**src/rtl/ram_port_arbiter.sv**
```systemverilog
// Shares one synchronous data-RAM port between the CPU memory stage and the
// program loader; CPU has priority, with starvation and lock escapes for the loader.
//
// state    | meaning
// ---------+-----------------------------------------------------------
// CPU_PRI  | CPU wins contention; starve counter tracks loader denials
// LD_FORCE | loader wins for exactly one cycle after STARVE_LIMIT denials
// LD_LOCK  | loader wins for as long as ld_lock stays high
module ram_port_arbiter #(
    parameter int RD_LAT       = 1,
    parameter int STARVE_LIMIT = 4
) (
    input  logic        clk,
    input  logic        rst_n,
    input  logic        cpu_req,
    input  logic        cpu_we,
    input  logic [6:0]  cpu_addr,
    input  logic [31:0] cpu_wdata,
    output logic        cpu_gnt,
    output logic        cpu_stall,
    output logic        cpu_rvalid,
    output logic [31:0] cpu_rdata,
    input  logic        ld_req,
    input  logic        ld_we,
    input  logic [6:0]  ld_addr,
    input  logic [31:0] ld_wdata,
    input  logic        ld_lock,
    output logic        ld_gnt,
    output logic        ld_rvalid,
    output logic [31:0] ld_rdata,
    output logic [6:0]  ram_addr,
    output logic        ram_w_en,
    output logic [31:0] ram_in,
    input  logic [31:0] ram_data
);

    localparam int            CW         = $clog2(STARVE_LIMIT + 1);
    localparam logic [CW-1:0] LIMIT_C    = CW'(STARVE_LIMIT);
    localparam logic [CW-1:0] LIMIT_M1_C = CW'(STARVE_LIMIT - 1);
    localparam logic [CW-1:0] ONE_C      = CW'(1);

    typedef enum logic [1:0] {
        CPU_PRI  = 2'd0,
        LD_FORCE = 2'd1,
        LD_LOCK  = 2'd2
    } state_e;

    state_e            state_q, state_d;
    logic [CW-1:0]     cnt_q, cnt_d;
    logic [RD_LAT-1:0] tag_vld_q, tag_vld_d;
    logic [RD_LAT-1:0] tag_own_q, tag_own_d;

    logic cpu_gnt_w;
    logic ld_gnt_w;
    logic rd_issue;

    // Grants are gated by rst_n so every output is 0 the moment reset asserts.
    always_comb begin
        cpu_gnt_w = 1'b0;
        ld_gnt_w  = 1'b0;
        if (rst_n) begin
            if (state_q == CPU_PRI) begin
                cpu_gnt_w = cpu_req;
                ld_gnt_w  = ld_req & ~cpu_req;
            end else begin
                ld_gnt_w  = ld_req;
                cpu_gnt_w = cpu_req & ~ld_req;
            end
        end
    end

    always_comb begin
        ram_addr = '0;
        ram_in   = '0;
        ram_w_en = 1'b0;
        if (cpu_gnt_w) begin
            ram_addr = cpu_addr;
            ram_in   = cpu_wdata;
            ram_w_en = cpu_we;
        end else if (ld_gnt_w) begin
            ram_addr = ld_addr;
            ram_in   = ld_wdata;
            ram_w_en = ld_we;
        end
    end

    always_comb begin
        state_d = state_q;
        cnt_d   = cnt_q;
        case (state_q)
            CPU_PRI: begin
                if (ld_gnt_w && ld_lock) begin
                    state_d = LD_LOCK;
                    cnt_d   = '0;
                end else if (ld_req && !ld_gnt_w) begin
                    if (cnt_q == LIMIT_M1_C) begin
                        state_d = LD_FORCE;
                        cnt_d   = '0;
                    end else if (cnt_q != LIMIT_C) begin
                        cnt_d = cnt_q + ONE_C;
                    end
                end else begin
                    cnt_d = '0;
                end
            end
            LD_FORCE: begin
                state_d = (ld_gnt_w && ld_lock) ? LD_LOCK : CPU_PRI;
                cnt_d   = '0;
            end
            LD_LOCK: begin
                if (!ld_lock) begin
                    state_d = CPU_PRI;
                end
                cnt_d = '0;
            end
            default: begin
                state_d = CPU_PRI;
                cnt_d   = '0;
            end
        endcase
    end

    // Tag pipeline: bit 0 is the newest read, bit RD_LAT-1 lines up with ram_data.
    always_comb begin
        rd_issue     = (cpu_gnt_w & ~cpu_we) | (ld_gnt_w & ~ld_we);
        tag_vld_d    = '0;
        tag_own_d    = '0;
        tag_vld_d[0] = rd_issue;
        tag_own_d[0] = rd_issue & ld_gnt_w;
        for (int i = 1; i < RD_LAT; i++) begin
            tag_vld_d[i] = tag_vld_q[i-1];
            tag_own_d[i] = tag_own_q[i-1];
        end
    end

    always_ff @(posedge clk or negedge rst_n) begin
        if (!rst_n) begin
            state_q   <= CPU_PRI;
            cnt_q     <= '0;
            tag_vld_q <= '0;
            tag_own_q <= '0;
        end else begin
            state_q   <= state_d;
            cnt_q     <= cnt_d;
            tag_vld_q <= tag_vld_d;
            tag_own_q <= tag_own_d;
        end
    end

    assign cpu_gnt    = cpu_gnt_w;
    assign ld_gnt     = ld_gnt_w;
    assign cpu_stall  = rst_n & cpu_req & ~cpu_gnt_w;
    assign cpu_rvalid = tag_vld_q[RD_LAT-1] & ~tag_own_q[RD_LAT-1];
    assign ld_rvalid  = tag_vld_q[RD_LAT-1] &  tag_own_q[RD_LAT-1];
    assign cpu_rdata  = cpu_rvalid ? ram_data : '0;
    assign ld_rdata   = ld_rvalid  ? ram_data : '0;

endmodule

```
**config.mk**
```make
export PLATFORM = sky130hd
export DESIGN_NAME = ram_port_arbiter
export DESIGN_NICKNAME = d
export VERILOG_FILES = /design/src/rtl/ram_port_arbiter.sv
export SDC_FILE = /design/constraint.sdc
export NUM_CORES = 1
export LEC_CHECK = 0
export ABC_AREA = 1
export CAP_MARGIN = 20
export CORE_AREA = 3 3 88 90
export CTS_BUF_LIST = sky130_fd_sc_hd__clkbuf_2
export CTS_CLUSTER_SIZE = 30
export DETAILED_ROUTE_END_ITERATION = 12
export DIE_AREA = 0 0 91 93
export PLACE_DENSITY = 0.72
export SLEW_MARGIN = 30
export SYNTH_ARGS = -nofsm -noshare
export SYNTH_HDL_FRONTEND = slang
export SYNTH_SLANG_ARGS = --single-unit
```
**constraint.sdc**
```tcl
create_clock -name clk -period 2.1 [get_ports clk]
set_clock_uncertainty 0.2 [all_clocks]
set_input_delay 0.63 -clock clk [delete_from_list [all_inputs] [get_ports clk]]
set_output_delay 0.63 -clock clk [all_outputs]
set_load 0.05 [all_outputs]
```
==> flow_summary_export.csv <==
group,metric,value,unit
route,vias,3424,
pwr,p_per_area,282.8,nW/µm²
sta,fmaxAchievable,381.6,MHz
die,die_w,91,µm
route,drtIter0Drc,186,
sta,relSlewSlack,0.7706,
grt,grt_use_met1,0.2961,
logic_synthesis,synth-seq-area-share,0.1297,
critical_path,r2r_start,"state_q[0]",
logic_synthesis,synth_area,1350,µm²
grt,overflow,0,
clocking,clkTransAtPathRegs,0.11,ns
critical_path,crit_required,1.27,ns
final_layout,area_growth,410.6,%
grt,grt_pass1_vias,3540,
logic_synthesis,ys_types,21,
route,drt_wl_total,18410,µm
grt,met3_usage,0.09332,
critical_path,cp_slowest_cell,"dfrtp_1",
critical_path,start_kind,"flop",
sta,setup_ws,-0.5206,ns
final_layout,fin_nets,666,
critical_path,worstPathCellList,"nor2_4 > buf_4 > nand2_2 > nand2_4 > inv_8 > buf_4 > nand2_1 > nand2_4 > buf_12",
critical_path,critical_path.max_stage_delay,0.43,ns
sta,maxSlewViolCount,0,
route,vias_per_cell,5.276,
grt,busiest_layer,"met2",
flow_run,cap_violations,0,
clocking,clockBufferDepth,2,
final_layout,drive_above_1_share,0.7088,
sta,rsz0062_at_grt,"true",
pwr,power.switching,995.1,µW
critical_path,endpoint_kind,"output port",
logic_synthesis,syn_area_per_cell,4.754,µm²
route,dr.pass1.iters,4,
die,rows,31,
critical_path,worstSetupPathType,"reg2out",
pwr,seqPwrFrac,0.079,
pwr,sw_frac_of_total,0.5104,
clocking,ctsHtreeMaxLevel,1,
pwr,p_comb_frac,0.861,
sta,hold_violations,0,
critical_path,cp.arrival,1.79,ns
logic_synthesis,ys_warn_count,0,
critical_path,cp_max_fo,7,
grt,grt_pass1_wl,20740,µm
clocking,cts_sinks,7,
grt,antenna_found_initial,3,
critical_path,reg2reg_slack,-0.07,ns
pwr,vdd_drop_max,211.7,µV
placement,io_buffers,225,
route,postRouteAntennaNets,0,
route,avgRoutedWirePerCell,28.37,µm
die,ioPinCount,226,
route,post-route-drc-count,0,
final_layout,fin_util,0.9658,
clocking,cts_buffers,3,
pwr,internal_power,954.4,µW
run_status,violations,"setup timing",
die,start_util,0.1892,
placement,dp_hpwl,8348,µm
placement,gp_congestion,0.7331,
clocking,insertion_delay,0.29,ns
sta,period_share,1.248,
run_status,outcome,"finished, violations left",
grt,grt_max_degree,14,
logic_synthesis,syn_inst,284,
pwr,leakage,2.959,nW
logic_synthesis,synth_seq_cells,7,
clocking,cts_hold_buf,0,
sta,min_period,2.621,ns
final_layout,stdcell_area,6893,µm²
pwr,clock_power_share,0.060,
die,die_height,93,µm
min_path,hold_path_class,"in2async",
clocking,root_buffer,"clkbuf_2",
critical_path,timing.rr.end,"cnt_q[0]",
die,core_area,7137,µm²
clocking,cts_tree,"done",
sta,setup_viol,111,
grt,gr-usage-met2,0.6401,
grt,track_usage,0.3211,
die,fp.dieArea,8463,µm²
final_layout,multi_input_area,2344,µm²
final_layout,fill_cells,121,
logic_synthesis,synthesis.nets,403,
sta,max_slew.worst_pin.slew,0.3425,ns
final_layout,seq_area,176.4,µm²
critical_path,reg2reg_depth,10,
placement,postPlaceCellArea,5838,µm²
cell usage in the layout, fill, tap and decap left out:
| master | synthesis | routed |
|---|---|---|
| a21oi_4 | 1 | 1 |
| dfrtp_2 | 0 | 1 |
| buf_6 | 4 | 5 |
| buf_8 | 0 | 2 |
| dfrtp_1 | 7 | 6 |
| clkinv_2 | 0 | 1 |
| inv_8 | 0 | 1 |
| clkbuf_2 | 0 | 3 |
| nand3b_1 | 1 | 1 |
| diode_2 | 0 | 4 |
| buf_16 | 0 | 8 |
| ha_1 | 2 | 2 |
| o21ai_0 | 2 | 2 |
| nand2_4 | 0 | 57 |
| buf_2 | 3 | 1 |
| inv_1 | 44 | 9 |
| buf_12 | 0 | 121 |
| o22ai_1 | 1 | 1 |
| nand2_8 | 0 | 29 |
| nor2_1 | 72 | 6 |
| clkbuf_16 | 0 | 2 |
| nor2_4 | 1 | 67 |
| a31oi_1 | 1 | 1 |
| clkinv_4 | 0 | 2 |
| dlygate4sd2_1 | 0 | 32 |
| xor2_1 | 1 | 1 |
| nand3_1 | 4 | 4 |
| inv_2 | 2 | 35 |
| nand2_2 | 15 | 31 |
| clkdlybuf4s50_1 | 0 | 81 |
| a21oi_1 | 1 | 1 |
| nand2_1 | 114 | 12 |
| buf_4 | 1 | 20 |
synth_stat cells, drive strengths merged:
library cell,instances,area [µm²]
dfrtp,7,175.2
nand3b,1,7.510
ha,2,25.02
nor2,73,281.5
buf,8,67.56
a31oi,1,6.260
clkinv,1,3.750
nand2,129,521.8
o22ai,1,6.260
inv,46,172.7
o21ai,2,10.01
nand3,4,20.02
a21oi,2,21.27
xor2,1,8.760
clkbuf,6,22.52
stage by stage:
step / instances / setup WS [ns] / TNS (ns) / hold WS (ns) / power, mW
6_report: 649 / -0.5206 / -38.60 / 0.1132 / 1.950
4_1_cts: 638 / -0.3561 / -19.39 / 0.1414 / 1.788
2_1_floorplan: 284 / -0.09359 / -5.697 / 0.1344 / 0.8192
3_5_place_dp: 615 / -0.8897 / -49.06 / 0.3805 / 1.527
3_3_place_gp: 615 / -0.8466 / -46.58 / 0.3578 / 1.501
5_1_grt: 649 / -0.5375 / -41.85 / 0.1179 / 1.980
final cells by class:
class	instances	share of cell area
clock inverters	1	0.0007261
multi-input cells	216	0.3400
flip-flops and latches	7	0.02559
repair buffers	272	0.5840
inverters	47	0.02814
well taps	99	0.01797
clock buffers	3	0.002178
diodes	4	0.001452
registers in the layout, summed over array words and instances (netlist names):
signal	cells
cnt_q	3
state_q	2
tag_own_q	1
tag_vld_q	1
power groups by stage:
stage / logic (mW) / clock network, mW / registers (mW)
after global placement: 1.35 / 0 / 0.151
final: 1.68 / 0.117 / 0.153
after CTS: 1.54 / 0.100 / 0.150
after floorplan: 0.668 / 0 / 0.151
after detailed placement: 1.38 / 0 / 0.152
after global routing: 1.71 / 0.118 / 0.153
repair_timing:
action | 4_1_cts | 5_1_grt
resized for setup | 218 | 28
buffers inserted | 10 | 7
setup endpoints to repair | 107 | 108
pin swaps | 53 | 18
gates cloned | 9 | 2
layer usage:
layer,wire length (µm),vias to the layer above,share of wire
met2,9369,342,0.51
met5,0,-,0
li1,-,1347,-
met4,1932,0,0.10
met3,1696,135,0.092
met1,5415,1600,0.29
cell families (layout without fill, tap and decap cells):
family                   after synthesis  count (layout)  synth area share
AND/OR/NAND/NOR                      207             207            0.6154
buffers and inverters                 61             323            0.1974
flip-flops                             7               7            0.1298
AO/OA/AOI/OAI                          6               6           0.03244
adder cells (fa/ha/maj)                2               2           0.01853
XOR/XNOR                               1               1          0.006489
other                                  0               4                 0
worst max-delay path: cells and delay by family, from the launching register on:
kind,cells,cell delay [ns]
buffers and inverters,4,0.49
flip-flops,1,0.43
AND/OR/NAND/NOR,5,0.58
worst max path at each step:
stage	slack (ns)	cells past startpoint	startpoint	endpoint
2_1_floorplan	-0.09	3	tag_own_q	ld_rdata[22]
3_3_place_gp	-0.85	7	cpu_req	ram_in[8]
3_5_place_dp	-0.89	7	cpu_req	ram_in[8]
4_1_cts	-0.36	8	state_q[0]	ram_in[28]
5_1_grt	-0.54	8	state_q[0]	ram_in[24]
6_report	-0.52	9	state_q[0]	ram_in[29]
Power figures use the tool's default switching activity.
